===== src/rtl/rtl_settings_pkg.sv =====
// Shared types and defaults for the memory test sequencer: FSM state encoding and the
// two-word test descriptor in the controller's [2:1][31:0] layout (word 2 in the upper half).
package rtl_settings_pkg;

    localparam int DEF_PROG_DEPTH = 8;
    localparam int DEF_CNT_W      = 16;

    typedef enum logic [2:0] {
        IDLE,
        LOAD,
        START,
        WAIT,
        NEXT,
        FINISH
    } seq_state_t;

    typedef struct packed {
        logic [31:0] w2;
        logic [31:0] w1;
    } test_desc_t;

endpackage


===== src/rtl/mem_seq_prog_ram.sv =====
// Descriptor store: PROG_DEPTH x 64 bits, 32-bit half-word writes, one synchronous read port.
// Read data appears one cycle after the address; no backpressure, storage is never reset.
module mem_seq_prog_ram
    import rtl_settings_pkg::*;
#(
    parameter int PROG_DEPTH = DEF_PROG_DEPTH,
    localparam int AW = $clog2(PROG_DEPTH)
) (
    input  logic          clk,
    input  logic          we,
    input  logic [AW-1:0] waddr,
    input  logic          word_sel,
    input  logic [31:0]   wdata,
    input  logic [AW-1:0] raddr,
    output test_desc_t    rdata
);

    test_desc_t mem [PROG_DEPTH];

    always_ff @(posedge clk) begin
        if (we) begin
            if (word_sel) mem[waddr].w2 <= wdata;
            else          mem[waddr].w1 <= wdata;
        end
        rdata <= mem[raddr];
    end

endmodule


===== src/rtl/mem_test_sequencer.sv =====
// Replays stored test descriptors into the test controller for N passes and tallies pass/fail;
// first start_test_o two cycles after run_i, then one test in flight at a time. Optional watchdog: MEM_SEQ_TIMEOUT_EN.
module mem_test_sequencer
    import rtl_settings_pkg::*;
#(
    parameter int PROG_DEPTH = DEF_PROG_DEPTH,
    parameter int CNT_W      = DEF_CNT_W,
    parameter int LOOP_W     = 8,
    parameter int TIMEOUT_W  = 24,
    localparam int AW = $clog2(PROG_DEPTH)
) (
    input  logic              clk_i,
    input  logic              rst_i,
    input  logic              prog_we_i,
    input  logic [AW-1:0]     prog_addr_i,
    input  logic              prog_word_i,
    input  logic [31:0]       prog_data_i,
    input  logic [AW:0]       prog_len_i,
    input  logic [LOOP_W-1:0] loops_i,
    input  logic              stop_on_err_i,
    input  logic              run_i,
    input  logic              abort_i,
    output logic              busy_o,
    output logic              done_o,
    output logic [CNT_W-1:0]  pass_cnt_o,
    output logic [CNT_W-1:0]  fail_cnt_o,
    output logic              first_fail_valid_o,
    output logic [AW-1:0]     first_fail_idx_o,
    output logic              start_test_o,
    output logic [2:1][31:0]  test_param_o,
    input  logic              test_finish_i,
    input  logic              test_result_i,
    output logic              timeout_o
);

    seq_state_t        state;
    logic [AW-1:0]     idx, idx_inc, rd_addr;
    logic [AW:0]       len_q;
    logic [LOOP_W-1:0] loops_q, pass_q;
    logic              soe_q, abort_pend, last_fail, start_q;
    logic              last_slot, loop_done;
    test_desc_t        rd_dat, param_q;

    assign last_slot = ({1'b0, idx} == len_q - 1'b1);
    assign idx_inc   = last_slot ? '0 : idx + 1'b1;
    assign loop_done = last_slot && (loops_q != '0) && (pass_q + 1'b1 == loops_q);

    // Address the RAM one cycle ahead so the slot's data is ready when LOAD captures it.
    always_comb begin
        rd_addr = idx;
        if (state == IDLE)      rd_addr = '0;
        else if (state == NEXT) rd_addr = idx_inc;
    end

    mem_seq_prog_ram #(.PROG_DEPTH(PROG_DEPTH)) u_prog_ram (
        .clk      (clk_i),
        .we       (prog_we_i && (state == IDLE)),
        .waddr    (prog_addr_i),
        .word_sel (prog_word_i),
        .wdata    (prog_data_i),
        .raddr    (rd_addr),
        .rdata    (rd_dat)
    );

    assign busy_o       = (state != IDLE);
    assign test_param_o = param_q;
    // An abort landing in START must still suppress the start pulse.
    assign start_test_o = start_q & ~abort_i;

`ifdef MEM_SEQ_TIMEOUT_EN
    logic [TIMEOUT_W-1:0] wd;
    logic                 timeout_q;
    assign timeout_o = timeout_q;
`else
    assign timeout_o = (TIMEOUT_W < 1);
`endif

    always_ff @(posedge clk_i or negedge rst_i) begin
        if (!rst_i) begin
            state              <= IDLE;
            idx                <= '0;
            len_q              <= '0;
            loops_q            <= '0;
            pass_q             <= '0;
            soe_q              <= 1'b0;
            abort_pend         <= 1'b0;
            last_fail          <= 1'b0;
            start_q            <= 1'b0;
            done_o             <= 1'b0;
            pass_cnt_o         <= '0;
            fail_cnt_o         <= '0;
            first_fail_valid_o <= 1'b0;
            first_fail_idx_o   <= '0;
            param_q            <= '0;
`ifdef MEM_SEQ_TIMEOUT_EN
            wd                 <= '0;
            timeout_q          <= 1'b0;
`endif
        end else begin
            start_q <= 1'b0;
            done_o  <= 1'b0;
            case (state)
                IDLE: if (run_i && !abort_i) begin
                    pass_cnt_o         <= '0;
                    fail_cnt_o         <= '0;
                    first_fail_valid_o <= 1'b0;
                    first_fail_idx_o   <= '0;
                    idx                <= '0;
                    pass_q             <= '0;
                    len_q              <= prog_len_i;
                    loops_q            <= loops_i;
                    soe_q              <= stop_on_err_i;
                    abort_pend         <= 1'b0;
                    last_fail          <= 1'b0;
`ifdef MEM_SEQ_TIMEOUT_EN
                    timeout_q          <= 1'b0;
`endif
                    if (prog_len_i == '0 || prog_len_i > (AW+1)'(PROG_DEPTH)) state <= FINISH;
                    else                                                      state <= LOAD;
                end
                LOAD: begin
                    if (abort_i) state <= FINISH;
                    else begin
                        param_q <= rd_dat;
                        start_q <= 1'b1;
                        state   <= START;
                    end
                end
                START: begin
`ifdef MEM_SEQ_TIMEOUT_EN
                    wd <= '0;
`endif
                    state <= abort_i ? FINISH : WAIT;
                end
                WAIT: begin
                    if (abort_i) abort_pend <= 1'b1;
                    if (test_finish_i) begin
                        if (test_result_i) begin
                            if (fail_cnt_o != '1) fail_cnt_o <= fail_cnt_o + 1'b1;
                            if (!first_fail_valid_o) begin
                                first_fail_valid_o <= 1'b1;
                                first_fail_idx_o   <= idx;
                            end
                        end else if (pass_cnt_o != '1) begin
                            pass_cnt_o <= pass_cnt_o + 1'b1;
                        end
                        last_fail <= test_result_i;
                        state     <= NEXT;
                    end
`ifdef MEM_SEQ_TIMEOUT_EN
                    else if (wd == '1) begin
                        if (fail_cnt_o != '1) fail_cnt_o <= fail_cnt_o + 1'b1;
                        if (!first_fail_valid_o) begin
                            first_fail_valid_o <= 1'b1;
                            first_fail_idx_o   <= idx;
                        end
                        timeout_q <= 1'b1;
                        state     <= FINISH;
                    end else begin
                        wd <= wd + 1'b1;
                    end
`endif
                end
                NEXT: begin
                    if (abort_pend || abort_i || (soe_q && last_fail) || loop_done) begin
                        state <= FINISH;
                    end else begin
                        idx <= idx_inc;
                        if (last_slot && loops_q != '0) pass_q <= pass_q + 1'b1;
                        state <= LOAD;
                    end
                end
                FINISH: begin
                    done_o <= 1'b1;
                    state  <= IDLE;
                end
                default: state <= IDLE;
            endcase
        end
    end

endmodule


===== config.mk =====
export PLATFORM = sky130hd
export DESIGN_NAME = mem_test_sequencer
export DESIGN_NICKNAME = d
export VERILOG_FILES = /design/src/rtl/rtl_settings_pkg.sv /design/src/rtl/mem_seq_prog_ram.sv /design/src/rtl/mem_test_sequencer.sv
export SDC_FILE = /design/constraint.sdc
export NUM_CORES = 1
export LEC_CHECK = 0
export CORE_AREA = 2 2 235 237
export CTS_BUF_LIST = sky130_fd_sc_hd__clkbuf_16
export DETAILED_ROUTE_END_ITERATION = 8
export DIE_AREA = 0 0 237 239
export PLACE_DENSITY = 0.79
export SYNTH_ARGS = -nofsm -noshare
export SYNTH_HDL_FRONTEND = slang
export SYNTH_HIERARCHICAL = 1
export SYNTH_SLANG_ARGS = --single-unit

===== constraint.sdc =====
create_clock -name clk_i -period 4 [get_ports clk_i]
set_input_delay 0.6 -clock clk_i [delete_from_list [all_inputs] [get_ports clk_i]]
set_output_delay 0.6 -clock clk_i [all_outputs]
set_load 0.02 [all_outputs]

* Word-level counts from Yosys, hierarchy flattened
Memory sizes are Yosys's and may differ from the RTL's. A register that Yosys moved wholly into a read port is not among the register bits. Index checks and enable logic that the tools add are counted.
Operators by class: bitwise gates (word level) 2, muxes and demuxes 47, $add $sub $neg 5, equal/unequal tests 19, magnitude comparators 1, reduce and logical (&&, ||, !) cells 27
Operator list (count):
- 16-bit two-way mux | 7
- 16-bit one-hot mux with 2 select lines | 2
- 3-bit two-way mux | 14
- 16-bit by 1-bit adder with 16-bit output, second input constant | 2
- 16-bit inequality test, second input constant | 2
- 8-bit two-way mux | 3
- 2-bit inequality test, second input constant | 9
- 8-bit one-hot mux with 2 select lines | 1
- 3-bit one-hot mux with 5 select lines | 1
- 5-bit AND reduction | 3
- 1-bit two-way mux | 14
- 3-bit one-hot mux with 2 select lines | 2
- 3-bit AND reduction | 3
- 8-bit by 1-bit adder with 8-bit output, second input constant | 1
- 8-bit == test | 1
- 4-bit AND reduction | 2
- 8-bit nonzero test | 1
- 3-bit by 2-bit == test with 1-bit output, second input constant | 2
- 3-bit == test, second input constant | 2
- 1-bit one-hot mux with 2 select lines | 3
- 2-bit AND reduction | 3
- 1-bit logical AND | 5
- 3-bit by 4-bit == test with 1-bit output | 1
- 4-bit greater-than comparator, second input constant | 1
- other kinds (12) | 16
Storage, ports and cells: bits in writable memories 512, output and inout port bits 104, word-level logic and storage cells 118, bits of input ports 56, bits in registers 131, memories 1
Memory list:
- u_prog_ram.mem | depth 8, bits a word 64, rd ports 1, clocked after memory_dff 1, wr ports 1, RTL line mem_seq_prog_ram.sv:18 | test_desc_t mem [PROG_DEPTH];

* Logic depth before layout (Yosys ltp)
Gate-level depths: netlist (run 1).
depth after elaboration 7, depth in mapped cells 11, gate-level depth less buffers 9

* Hierarchy
Netlist (run 1), hierarchy kept.
By module, submodules not included:
- mem_seq_prog_ram | area an instance 20598.5 µm², cells each 826, times used 1
- mem_test_sequencer | area an instance 6119.6 µm², cells each 549, times used 1

* Worst setup path after synthesis (run 1)
OpenSTA, ideal clock, no wires.
path kind reg-to-reg, from register state[2], to memory u_prog_ram/mem[0][0] (netlist bit) (enable), cell stages (with the launch flop) 6, data arrival time 4.021 ns, data required time 3.539 ns, setup slack -0.482 ns, setup time 0.461 ns, path buffers 1, cells stage by stage dfrtp_1 -> clkbuf_1 -> or3_1 -> nor2_1 -> or3b_2 -> nor3_1
Between the ends: word-level cells in the longest chain between the ends 4
RTL lines:
- start, declared | RTL line mem_test_sequencer.sv:36 | seq_state_t state;
- start signal, assigned | RTL line mem_test_sequencer.sv:133 | state <= abort_i ? FINISH : WAIT;
- 3-bit zero test | RTL line mem_test_sequencer.sv:57 | .we (prog_we_i && (state == IDLE)),
- 1-bit logical AND | RTL line mem_test_sequencer.sv:57
- 1-bit two-way mux | RTL line mem_seq_prog_ram.sv:21 | if (we) begin
- 1-bit two-way mux (implied by the code) | RTL line mem_seq_prog_ram.sv:23 | else mem[waddr].w1 <= wdata;
- end, declared | RTL line mem_seq_prog_ram.sv:18
Every way passes these cells.

* Final worst setup path (run 1)
from register len_q[0], to register, netlist name u_prog_ram/rdata[23]
Between the ends: word-level cells in the longest chain between the ends 5
RTL lines:
- start, declared | RTL line mem_test_sequencer.sv:38 | logic [AW:0] len_q;
- start signal, assigned | RTL line mem_test_sequencer.sv:110 | len_q <= prog_len_i;
- 4-bit by 1-bit subtractor with 4-bit output | RTL line mem_test_sequencer.sv:44 | assign last_slot = ({1'b0, idx} == len_q - 1'b1);
- 3-bit by 4-bit == test with 1-bit output | RTL line mem_test_sequencer.sv:44
- 3-bit two-way mux | RTL line mem_test_sequencer.sv:45 | assign idx_inc = last_slot ? '0 : idx + 1'b1;
- 3-bit two-way mux | RTL line mem_test_sequencer.sv:52 | else if (state == NEXT) rd_addr = idx_inc;
- 3-bit two-way mux | RTL line mem_test_sequencer.sv:51 | if (state == IDLE) rd_addr = '0;
- named net rd_addr[0] | RTL line mem_test_sequencer.sv:37 | logic [AW-1:0] idx, idx_inc, rd_addr;
The timed path passes the listed nets, and every way through them passes these cells. A chain may end at the register's enable or synchronous reset.

==> results.yml, run 1 <==
critical_path:
  worstSetupEndpointType: "register"
  cpMaxStageDelayCell: "mux2_8"
  critPathMaxFanout: 55
  critPathBufInv: 2
  cpPeakStageDelay_ns: 0.62
  cp_data_required_time_ns: 4.50
  critPathLaunchType: "register"
  cp_data_arrival_time_ns: 4.11
  crit_chain: "inv_1 > ha_1 > xnor2_1 > nor3_1 > and2_1 > nor2_1 > mux2_8 > buf_4 > mux4_2 > mux2_2"
  crit_family: "multiplexers"
  crit_type: "reg2reg"
sta:
  tightest_slew_ns: 0.991
  fin_crit_ns: 3.62
  setup_viol: 0
  slew_viol_final: 0
  rsz0062_at_grt: "no"
  setup_tns_ns: 0
  max_freq_mhz: 276
  hold_violations: 0
  max_slew_margin_pct: 33.1
  finClkSkew_ns: 0.0282
  final.period_utilization_pct: 90.5
floorplanning:
  rows: 86
  core_um2: 54300
  die-area_um2: 56600
  boundaryPins: 160
  dieHeight_um: 239
  initial_core_util_pct: 49.2
  die_x_um: 237
clocking:
  clk_path_buf_depth: 3
  cts-buffers-inserted: 72
  cts_tree: "yes"
  cts_sinks: 707
  cts.repair.resized: 0
  clk_pin_slew_ns: 0.06
  ctsHoldBuffers: 0
  clk_latency_ns: 0.62
  post_cts_buffers: 0
  cts_root_buf: "clkbuf_16"
  h-tree-depth: 3
synthesis:
  synth.yosys.seq_area_share_pct: 74.6
  synth_common_cells: "edfxtp_1 (512), dfrtp_1 (131), mux2_2 (129), mux4_2 (128), nand2_1 (74)"
  synth_cell_types: 63
  netlist_area_um2: 26700
  syn_nets: 1436
  synth_top_area_share_pct: 57.5
  syn_avg_cell_area_um2: 19.4
  yosys-top-cells-area: "edfxtp_1 (58%), dfrtp_1 (12%), mux4_2 (11%), mux2_2 (5.4%), dfxtp_1 (4.8%)"
  synth_cells: 1375
  yosys_warnings: 6
  synth_ff_type: "edfxtp_1"
  synth_top_area_cell: "edfxtp_1"
  async_flop_share_pct: 18.5
  ys_ff_latch: 707
  synth_edf_count: 512
  yosysMostFrequentCell: "edfxtp_1"
pwr:
  total_power_uw: 22800
  p_leak_uw: 0.0108
  ir_drop_mv: 0.562
  pwr-share-clk_pct: 28.6
  p_int_uw: 16200
  pwr-share-comb_pct: 29.9
  powerDensity_nw_per_um2: 719
  switching_share_pct: 28.9
  p_seq_share_pct: 41.5
  switchingPower_uw: 6580
placement:
  port_buffers: 158
  place_hpwl_um: 30200
  placed_cells: 2204
  dpl_cell_area_um2: 29300
  place_congestion: 0.880
global_routing:
  grt_antenna_before_repair: 1
  grt_start_max_net_pins: 90
  grt_pass1_vias: 13786
  grt_pass1_wl_um: 85000
  grt_usage_pct: 20.2
  grt_overflow: 0
drt:
  drtAntennaViolNets: 0
  routed_via_density: 5.80
  dr.first_iter.drc_count: 1414
  wl_um: 56100
  routedWlPerCell_um: 24.0
  route.vias.total: 13569
  first_pass_iters: 5
  drc: 0
cells_and_area:
  fin_area_um2: 31700
  fin_cells: 2339
  seq_area_um2: 19900
  finalNetCount: 1635
  multi_input_area_um2: 6560
  fill_cells: 3801
  drive_gt1_share_pct: 25.3
  area_delta_synth_final_pct: 18.5
worst_hold_path:
  hold_path_class: "in2async"
job:
  drv_cap: 0
run_status:
  outcome: "completed"
==> metrics by stage <==
| stage | util (%) | hold WS [ns] | worst slack, ns |
|---|---|---|---|
| 2_1_floorplan | - | 0.304 | 0.375 |
| 3_3_place_gp | 54.0 | 0.445 | 0.485 |
| 3_5_place_dp | 54.0 | 0.446 | 0.397 |
| 4_1_cts | 58.3 | 0.110 | 0.321 |
| 5_1_grt | 58.3 | 0.136 | 0.133 |
| 6_report | 58.3 | 0.0748 | 0.381 |
==> layout make-up <==
class	instances	area share, %
Timing Repair Buffer	188	6.07
Antenna cell	1	0.00790
Clock buffer	73	5.77
Sequential cell	707	63.0
Inverter	9	0.107
Clock inverter	61	1.58
Multi-Input combinational cell	596	20.7
Tap cell	704	2.78
==> power by group through the flow <==
stage / clock network [uW] / logic, uW / registers [uW]
4_1_cts: 6640 / 6920 / 9450
3_5_place_dp: 0 / 6810 / 9580
6_report: 6510 / 6810 / 9440
5_1_grt: 6910 / 7280 / 9540
3_3_place_gp: 0 / 6670 / 9550
2_1_floorplan: 0 / 4600 / 9790
==> worst paths after layout <==
| kind | depth (start not counted) | startpoint | slack, ns | endpoint |
|---|---|---|---|---|
| setup / recovery | 10 | len_q[0]$_DFFE_PN0P_ | 0.38 | u_prog_ram/rdata[23]$_DFF_P_ |
| hold / removal | 1 | rst_i | 0.07 | loops_q[5]$_DFFE_PN0P_ |
| setup reg to reg | 10 | len_q[0]$_DFFE_PN0P_ | 0.38 | u_prog_ram/rdata[23]$_DFF_P_ |
| hold reg to reg | 1 | u_prog_ram/rdata[35]$_DFF_P_ | 0.45 | test_param_o[35]$_DFFE_PN0P_ |
| max in group asynchronous | 2 | rst_i | 2.97 | test_param_o[53]$_DFFE_PN0P_ |
| min in group clk_i | 1 | u_prog_ram/rdata[35]$_DFF_P_ | 0.45 | test_param_o[35]$_DFFE_PN0P_ |
==> logic make-up (layout without fill, tap and decap cells) <==
family / count (synthesis) / count (layout) / synth area share [%]
adders and majority gates: 5 / 5 / 0.234
and+or+nand+nor: 215 / 215 / 3.89
xor gates and xnor gates: 31 / 31 / 1.13
DFF: 707 / 707 / 74.6
buffers and inverters: 72 / 331 / 1.49
other: 1 / 2 / 0.0140
AOI/OAI and AO/OA: 79 / 79 / 2.11
muxes: 265 / 265 / 16.5
==> layout by cell type (no fill, tap or decap), types with 5 or more instances in the layout <==
| cell type | n |
|---|---|
| inv_1 | 33 |
| buf_12 | 9 |
| or3_1 | 8 |
| clkinv_2 | 10 |
| o211ai_1 | 9 |
| nor2_1 | 32 |
| dfxtp_1 | 64 |
| dfrtp_1 | 131 |
| ha_1 | 5 |
| xor2_1 | 13 |
| nor2_4 | 12 |
| bufinv_16 | 5 |
| nand4_1 | 10 |
| nand2_1 | 74 |
| clkinv_1 | 12 |
| nor3_1 | 14 |
| nand3_1 | 22 |
| edfxtp_1 | 512 |
| clkdlybuf4s50_1 | 157 |
| nand2b_1 | 5 |
| o21ai_0 | 22 |
| a21oi_1 | 12 |
| or4_1 | 5 |
| buf_4 | 21 |
| mux2_2 | 128 |
| mux2i_1 | 8 |
| clkbuf_16 | 73 |
| xnor2_1 | 16 |
| mux4_2 | 128 |
==> registers in the layout (all words and copies together), names as in the netlist, 3 cells and up <==
| register | cells |
|---|---|
| test_param_o | 64 |
| fail_cnt_o | 16 |
| pass_q | 8 |
| loops_q | 8 |
| pass_cnt_o | 16 |
| first_fail_idx_o | 3 |
| idx | 3 |
| len_q | 4 |
| u_prog_ram/rdata | 64 |
| u_prog_ram/mem | 512 |
| state | 3 |
==> layer usage <==
layer	wire length (um)	vias up	part of all wire, %	global-route usage, %
li1	-	5849	-	-
met1	22800	6988	41	27.5
met2	27700	622	49	33.2
met3	4340	108	7.7	4.08
met4	1310	2	2.3	6.08
met5	14	-	0.025	0
Note: power is estimated with default switching activity, not from simulation.
==> run 2, diff against run 1 <==
--- a/config.mk
+++ b/config.mk
@@ -5,11 +5,13 @@
 export SDC_FILE = /design/constraint.sdc
 export NUM_CORES = 1
 export LEC_CHECK = 0
-export CORE_AREA = 2 2 235 237
+export CORE_AREA = 2 2 302 304
 export CTS_BUF_LIST = sky130_fd_sc_hd__clkbuf_16
 export DETAILED_ROUTE_END_ITERATION = 8
-export DIE_AREA = 0 0 237 239
-export PLACE_DENSITY = 0.79
+export DIE_AREA = 0 0 304 306
+export GPL_TIMING_DRIVEN = 0
+export PLACE_DENSITY = 0.55
+export SKIP_CTS_REPAIR_TIMING = 1
 export SYNTH_ARGS = -nofsm -noshare
 export SYNTH_HDL_FRONTEND = slang
 export SYNTH_HIERARCHICAL = 1
==> run 2 against run 1 <==
Non-clock buffer count is 56 higher. Register-to-register slack got worse by 0.04 ns. Sequential power down 1%. Clock power up 5.8%. Combinational power rose by 9.4%. Sequential share of layout area shrank 2.4 points. First-iteration DRC count is 26% lower. Utilization is 22 points lower. Fmax fell by 1.2%. Hold slack improved by 0.22 ns. Clock skew increased by 0.0023 ns. Final area grew 3.9%. Critical path type unchanged.
==> results.yml, run 2 (synthesized netlist as in run 1, its figures left out) <==
sta:
  setup_tns_ns: 0
  tightest_slew_ns: 0.988
  hold_violations: 0
  finClkSkew_ns: 0.0305
  hold_slack_ns: 0.294
  fin_crit_ns: 3.66
  worst_slack_ns: 0.338
  slew_viol_final: 0
  setup_viol: 0
  max_freq_mhz: 273
  max_slew_margin_pct: 34.0
  rsz0062_at_grt: "no"
  final.period_utilization_pct: 91.6
critical_path:
  rr_startpoint: "state[2]$_DFFE_PN0P_"
  cpPeakStageDelay_ns: 0.78
  cpMaxStageDelayCell: "nor2_4"
  critPathLaunchType: "register"
  r2r_setup_slack_ns: 0.34
  reg2regPathDepth: 6
  worstSetupEndpointType: "register"
  crit_chain: "clkbuf_1 > or3_1 > nor2_1 > or3b_2 > nor2_4 > buf_16"
  rr_endpoint: "u_prog_ram/mem[4][22]$_DFFE_PP_"
  cp_data_required_time_ns: 4.33
  critPathMaxFanout: 19
  cp_data_arrival_time_ns: 4.00
  crit_type: "reg2reg"
cells_and_area:
  area_delta_synth_final_pct: 23.1
  finalNetCount: 1693
  mostFrequentLayoutCell: "edfxtp_1"
  regMostFlops: "u_prog_ram/mem"
  drive_gt1_share_pct: 25.7
  fill_cells: 8219
  finish.utilization_pct: 36.7
  layout_common_cells: "edfxtp_1 (512), clkdlybuf4s50_1 (156), dfrtp_1 (131)"
  largest_reg_flops: 512
floorplanning:
  dieHeight_um: 306
  rows: 110
  initial_core_util_pct: 29.8
  die-area_um2: 93000
  die_x_um: 304
  boundaryPins: 160
  core_um2: 89600
pwr:
  p_int_uw: 16700
  switchingPower_uw: 7010
  p_leak_uw: 0.0110
  powerDensity_nw_per_um2: 720
  switching_share_pct: 29.6
  p_seq_share_pct: 39.5
  pwr-share-comb_pct: 31.4
  ir_drop_mv: 0.393
  pwr-share-clk_pct: 29.1
placement:
  place_congestion: 0.805
  pre_cts_slack_ns: 0.348
  place_hpwl_um: 40300
  port_buffers: 157
worst_hold_path:
  hold_path_class: "in2reg"
  hold_depth: 3
  worstHoldStart: "abort_i"
  min_to: "abort_pend$_DFFE_PN0P_"
clocking:
  h-tree-depth: 3
  clk_pin_slew_ns: 0.06
  clk_path_buf_depth: 3
  cts_sinks: 707
  cts-buffers-inserted: 74
  clk_latency_ns: 0.63
  cts_tree: "yes"
  cts_root_buf: "clkbuf_16"
global_routing:
  grt_antenna_before_repair: 6
  grt_pass1_vias: 14108
  grt_pass1_wl_um: 92600
  grt_overflow: 0
  grt_start_max_net_pins: 84
  grt_usage_pct: 13.4
drt:
  first_pass_iters: 6
  dr.first_iter.drc_count: 1044
  drc: 0
  routed_via_density: 4.72
  route.vias.total: 13557
  routedWlPerCell_um: 21.6
  wl_um: 61900
  drtAntennaViolNets: 0
run_status:
  outcome: "completed"
job:
  drv_cap: 0
-- run 2: cell count changes in the layout (fill, tap and decap cells not counted), sizes merged --
cell	previous run	this run
diode	1	3
clkinv	26	30
clkdlybuf4s50	157	156
dlygate4sd3	0	1
inv	36	30
clkbuf	73	113
clkinvlp	3	0
bufinv	5	4
buf	31	57
-- run 2: power groups by stage --
stage	clock, uW	sequential, uW	combinational (uW)
floorplan	0	9790	4600
global placement	0	9490	7520
detailed placement	0	9500	7610
CTS	7090	9360	7650
global route	7370	9460	8040
finish	6890	9350	7450
-- run 2: through the flow --
step	cell area (um^2)	total power (uW)	cells
3_3_place_gp	29800	17000	2708
6_report	32900	23700	2873
4_1_cts	32900	24100	2868
2_1_floorplan	26700	14400	1375
3_5_place_dp	30400	17100	2730
5_1_grt	32900	24900	2870
-- run 2: cell type report --
| cell class | count | area (um^2) | area share (%) |
|---|---|---|---|
| clock buffers | 83 | 2080 | 6.31 |
| inverters | 9 | 33.8 | 0.103 |
| flip-flops and latches | 707 | 19900 | 60.6 |
| multi-input cells | 596 | 6520 | 19.8 |
| clock inverters | 55 | 428 | 1.30 |
| repair buffers | 181 | 2060 | 6.26 |
| well taps | 1176 | 1470 | 4.47 |
| diodes | 3 | 7.51 | 0.0228 |
| plain buffers | 63 | 364 | 1.11 |
-- run 2: critical path, delay by kind of cell, from the launching register on --
kind	cells	cell delay, ns
buffers and inverters	2	0.49
flip-flops	1	0.44
AND/OR/NAND/NOR	4	2.42
-- run 2: metal layers --
layer	wire, um	vias up	global-route usage (%)
met5	51	-	0
met4	1180	8	3.39
met3	4040	104	3.58
met2	29700	369	21.9
met1	27000	7104	17.8
li1	-	5972	-
-- run 2: worst max path at each step --
stage                          from                              end  depth (start not counted)
6_report       state[2]$_DFFE_PN0P_  u_prog_ram/mem[4][22]$_DFFE_PP_                          6
5_1_grt        len_q[0]$_DFFE_PN0P_     u_prog_ram/rdata[28]$_DFF_P_                         10
4_1_cts        len_q[0]$_DFFE_PN0P_     u_prog_ram/rdata[28]$_DFF_P_                         10
3_5_place_dp   state[2]$_DFFE_PN0P_  u_prog_ram/mem[2][15]$_DFFE_PP_                          6
3_3_place_gp                  rst_i     test_param_o[17]$_DFFE_PN0P_                          1
2_1_floorplan  state[2]$_DFFE_PN0P_   u_prog_ram/mem[2][0]$_DFFE_PP_                          5
==> run 3, diff against run 2 <==
--- a/config.mk
+++ b/config.mk
@@ -5,10 +5,10 @@
 export SDC_FILE = /design/constraint.sdc
 export NUM_CORES = 1
 export LEC_CHECK = 0
-export CORE_AREA = 2 2 302 304
+export CORE_AREA = 2 2 215 428
 export CTS_BUF_LIST = sky130_fd_sc_hd__clkbuf_16
 export DETAILED_ROUTE_END_ITERATION = 8
-export DIE_AREA = 0 0 304 306
+export DIE_AREA = 0 0 217 430
 export GPL_TIMING_DRIVEN = 0
 export PLACE_DENSITY = 0.55
 export SKIP_CTS_REPAIR_TIMING = 1
==> run 3 against run 2 <==
Combinational power is 0.7% higher. First-iteration DRC count shrank 20%. Utilization fell by 0.61 points. Die area increased by 0.31%. Final cell count shrank 0.52%. Setup slack worse by 0.15 ns. Register-to-register slack got worse by 0.15 ns. Wire length is 4.3% higher. Clock skew increased by 0.027 ns. Sequential power hardly changed. Critical path type unchanged.
==> results.yml, run 3 (synthesized netlist as in run 1, its figures left out) <==
run_status:
  outcome: "completed"
drt:
  routed_via_density: 4.72
  drtAntennaViolNets: 0
  routedWlPerCell_um: 22.6
  route.vias.total: 13496
  first_pass_iters: 5
  wl_um: 64600
  dr.first_iter.drc_count: 837
  drc: 0
sta:
  hold_violations: 0
  tightest_slew_ns: 1.17
  fin_crit_ns: 3.81
  max_slew_margin_pct: 22.1
  rsz0062_at_grt: "no"
  max_freq_mhz: 262
  final.period_utilization_pct: 95.3
  slew_viol_final: 0
  finClkSkew_ns: 0.0571
  hold_slack_ns: 0.279
  setup_viol: 0
global_routing:
  grt_antenna_before_repair: 4
  grt_overflow: 0
  grt_pass1_wl_um: 95500
  grt_pass1_vias: 14693
  grt_start_max_net_pins: 89
  grt_usage_pct: 13.8
job:
  drv_cap: 0
placement:
  place_congestion: 0.829
  placed_cells: 2740
  place_hpwl_um: 43200
  dpl_cell_area_um2: 30400
  port_buffers: 157
pwr:
  p_int_uw: 16100
  powerDensity_nw_per_um2: 707
  total_power_uw: 23000
  ir_drop_mv: 0.363
  p_leak_uw: 0.0108
  pwr-share-clk_pct: 26.9
  switchingPower_uw: 6940
  pwr-share-comb_pct: 32.6
  switching_share_pct: 30.1
  p_seq_share_pct: 40.5
cells_and_area:
  drive_gt1_share_pct: 25.3
  mostFrequentLayoutCell: "edfxtp_1"
  fill_cells: 8409
  finish.utilization_pct: 36.1
  regMostFlops: "u_prog_ram/mem"
  fin_cells: 2858
  area_delta_synth_final_pct: 21.9
  largest_reg_flops: 512
  finalNetCount: 1680
  layout_common_cells: "edfxtp_1 (512), clkdlybuf4s50_1 (156), dfrtp_1 (131)"
  fin_area_um2: 32600
critical_path:
  critPathMaxFanout: 12
  cp_data_arrival_time_ns: 4.18
  crit_type: "reg2reg"
  cp_data_required_time_ns: 4.37
  worstSetupEndpointType: "register"
  critPathLaunchType: "register"
clocking:
  clk_pin_slew_ns: 0.07
  cts_root_buf: "clkbuf_16"
  clk_path_buf_depth: 3
  cts_sinks: 707
  h-tree-depth: 2
  clk_latency_ns: 0.67
  cts_tree: "yes"
  cts-buffers-inserted: 61
worst_hold_path:
  hold_path_class: "in2reg"
floorplanning:
  die-area_um2: 93300
  boundaryPins: 160
  core_um2: 90200
  dieHeight_um: 430
  initial_core_util_pct: 29.6
  die_x_um: 217
  rows: 156
-- run 3: final timing paths --
check                                                  to  cells after the start                          from  slack [ns]
hold / removal                     abort_pend$_DFFE_PN0P_                      3                       abort_i        0.28
setup / recovery           u_prog_ram/mem[0][8]$_DFFE_PP_                      7          state[2]$_DFFE_PN0P_        0.19
min in group asynchronous    test_param_o[14]$_DFFE_PN0P_                      2                         rst_i        0.44
max in group asynchronous    test_param_o[63]$_DFFE_PN0P_                      3                         rst_i        2.61
setup reg to reg           u_prog_ram/mem[0][8]$_DFFE_PP_                      7          state[2]$_DFFE_PN0P_        0.19
hold reg to reg              test_param_o[38]$_DFFE_PN0P_                      1  u_prog_ram/rdata[38]$_DFF_P_        0.46
-- run 3: final cells by class --
class | count | area (um^2) | share of cell area, %
plain buffers | 63 | 364 | 1.12
inverters | 9 | 33.8 | 0.104
well taps | 1185 | 1480 | 4.55
diodes | 1 | 2.50 | 0.00769
clock buffers | 62 | 1550 | 4.77
repair buffers | 181 | 2100 | 6.46
flip-flops and latches | 707 | 19900 | 61.2
clock inverters | 54 | 566 | 1.74
multi-input cells | 596 | 6520 | 20.0
-- run 3: power groups by stage --
stage	clock, uW	combinational [uW]	sequential, uW
global placement	0	7580	9480
finish	6190	7500	9330
global route	6640	8050	9440
CTS	6380	7730	9350
floorplan	0	4600	9790
detailed placement	0	7690	9500
-- run 3: worst max-delay path, cell delays in order (launching register included) --
cell	delay [ns]
dfrtp_1	0.45
clkbuf_1	0.27
or3_1	0.48
nor2_1	0.56
or3b_2	0.64
nor3_4	0.70
buf_16	0.23
buf_8	0.20
-- run 3: metal layers --
layer	share of wire (%)	wire length [um]	up-vias	global-route usage (%)
met4	2.1	1330	6	3.77
met5	0.054	35	-	0
met2	57	36600	305	27.1
met1	37	23700	7190	14.9
li1	-	-	5911	-
met3	4.5	2890	84	2.55
-- run 3: per-stage QoR --
step           setup slack, ns   TNS, ns
2_1_floorplan            0.375         0
3_3_place_gp             -4.27  -1338.51
3_5_place_dp             0.120         0
4_1_cts                  0.146         0
5_1_grt                  0.118         0
6_report                 0.188         0
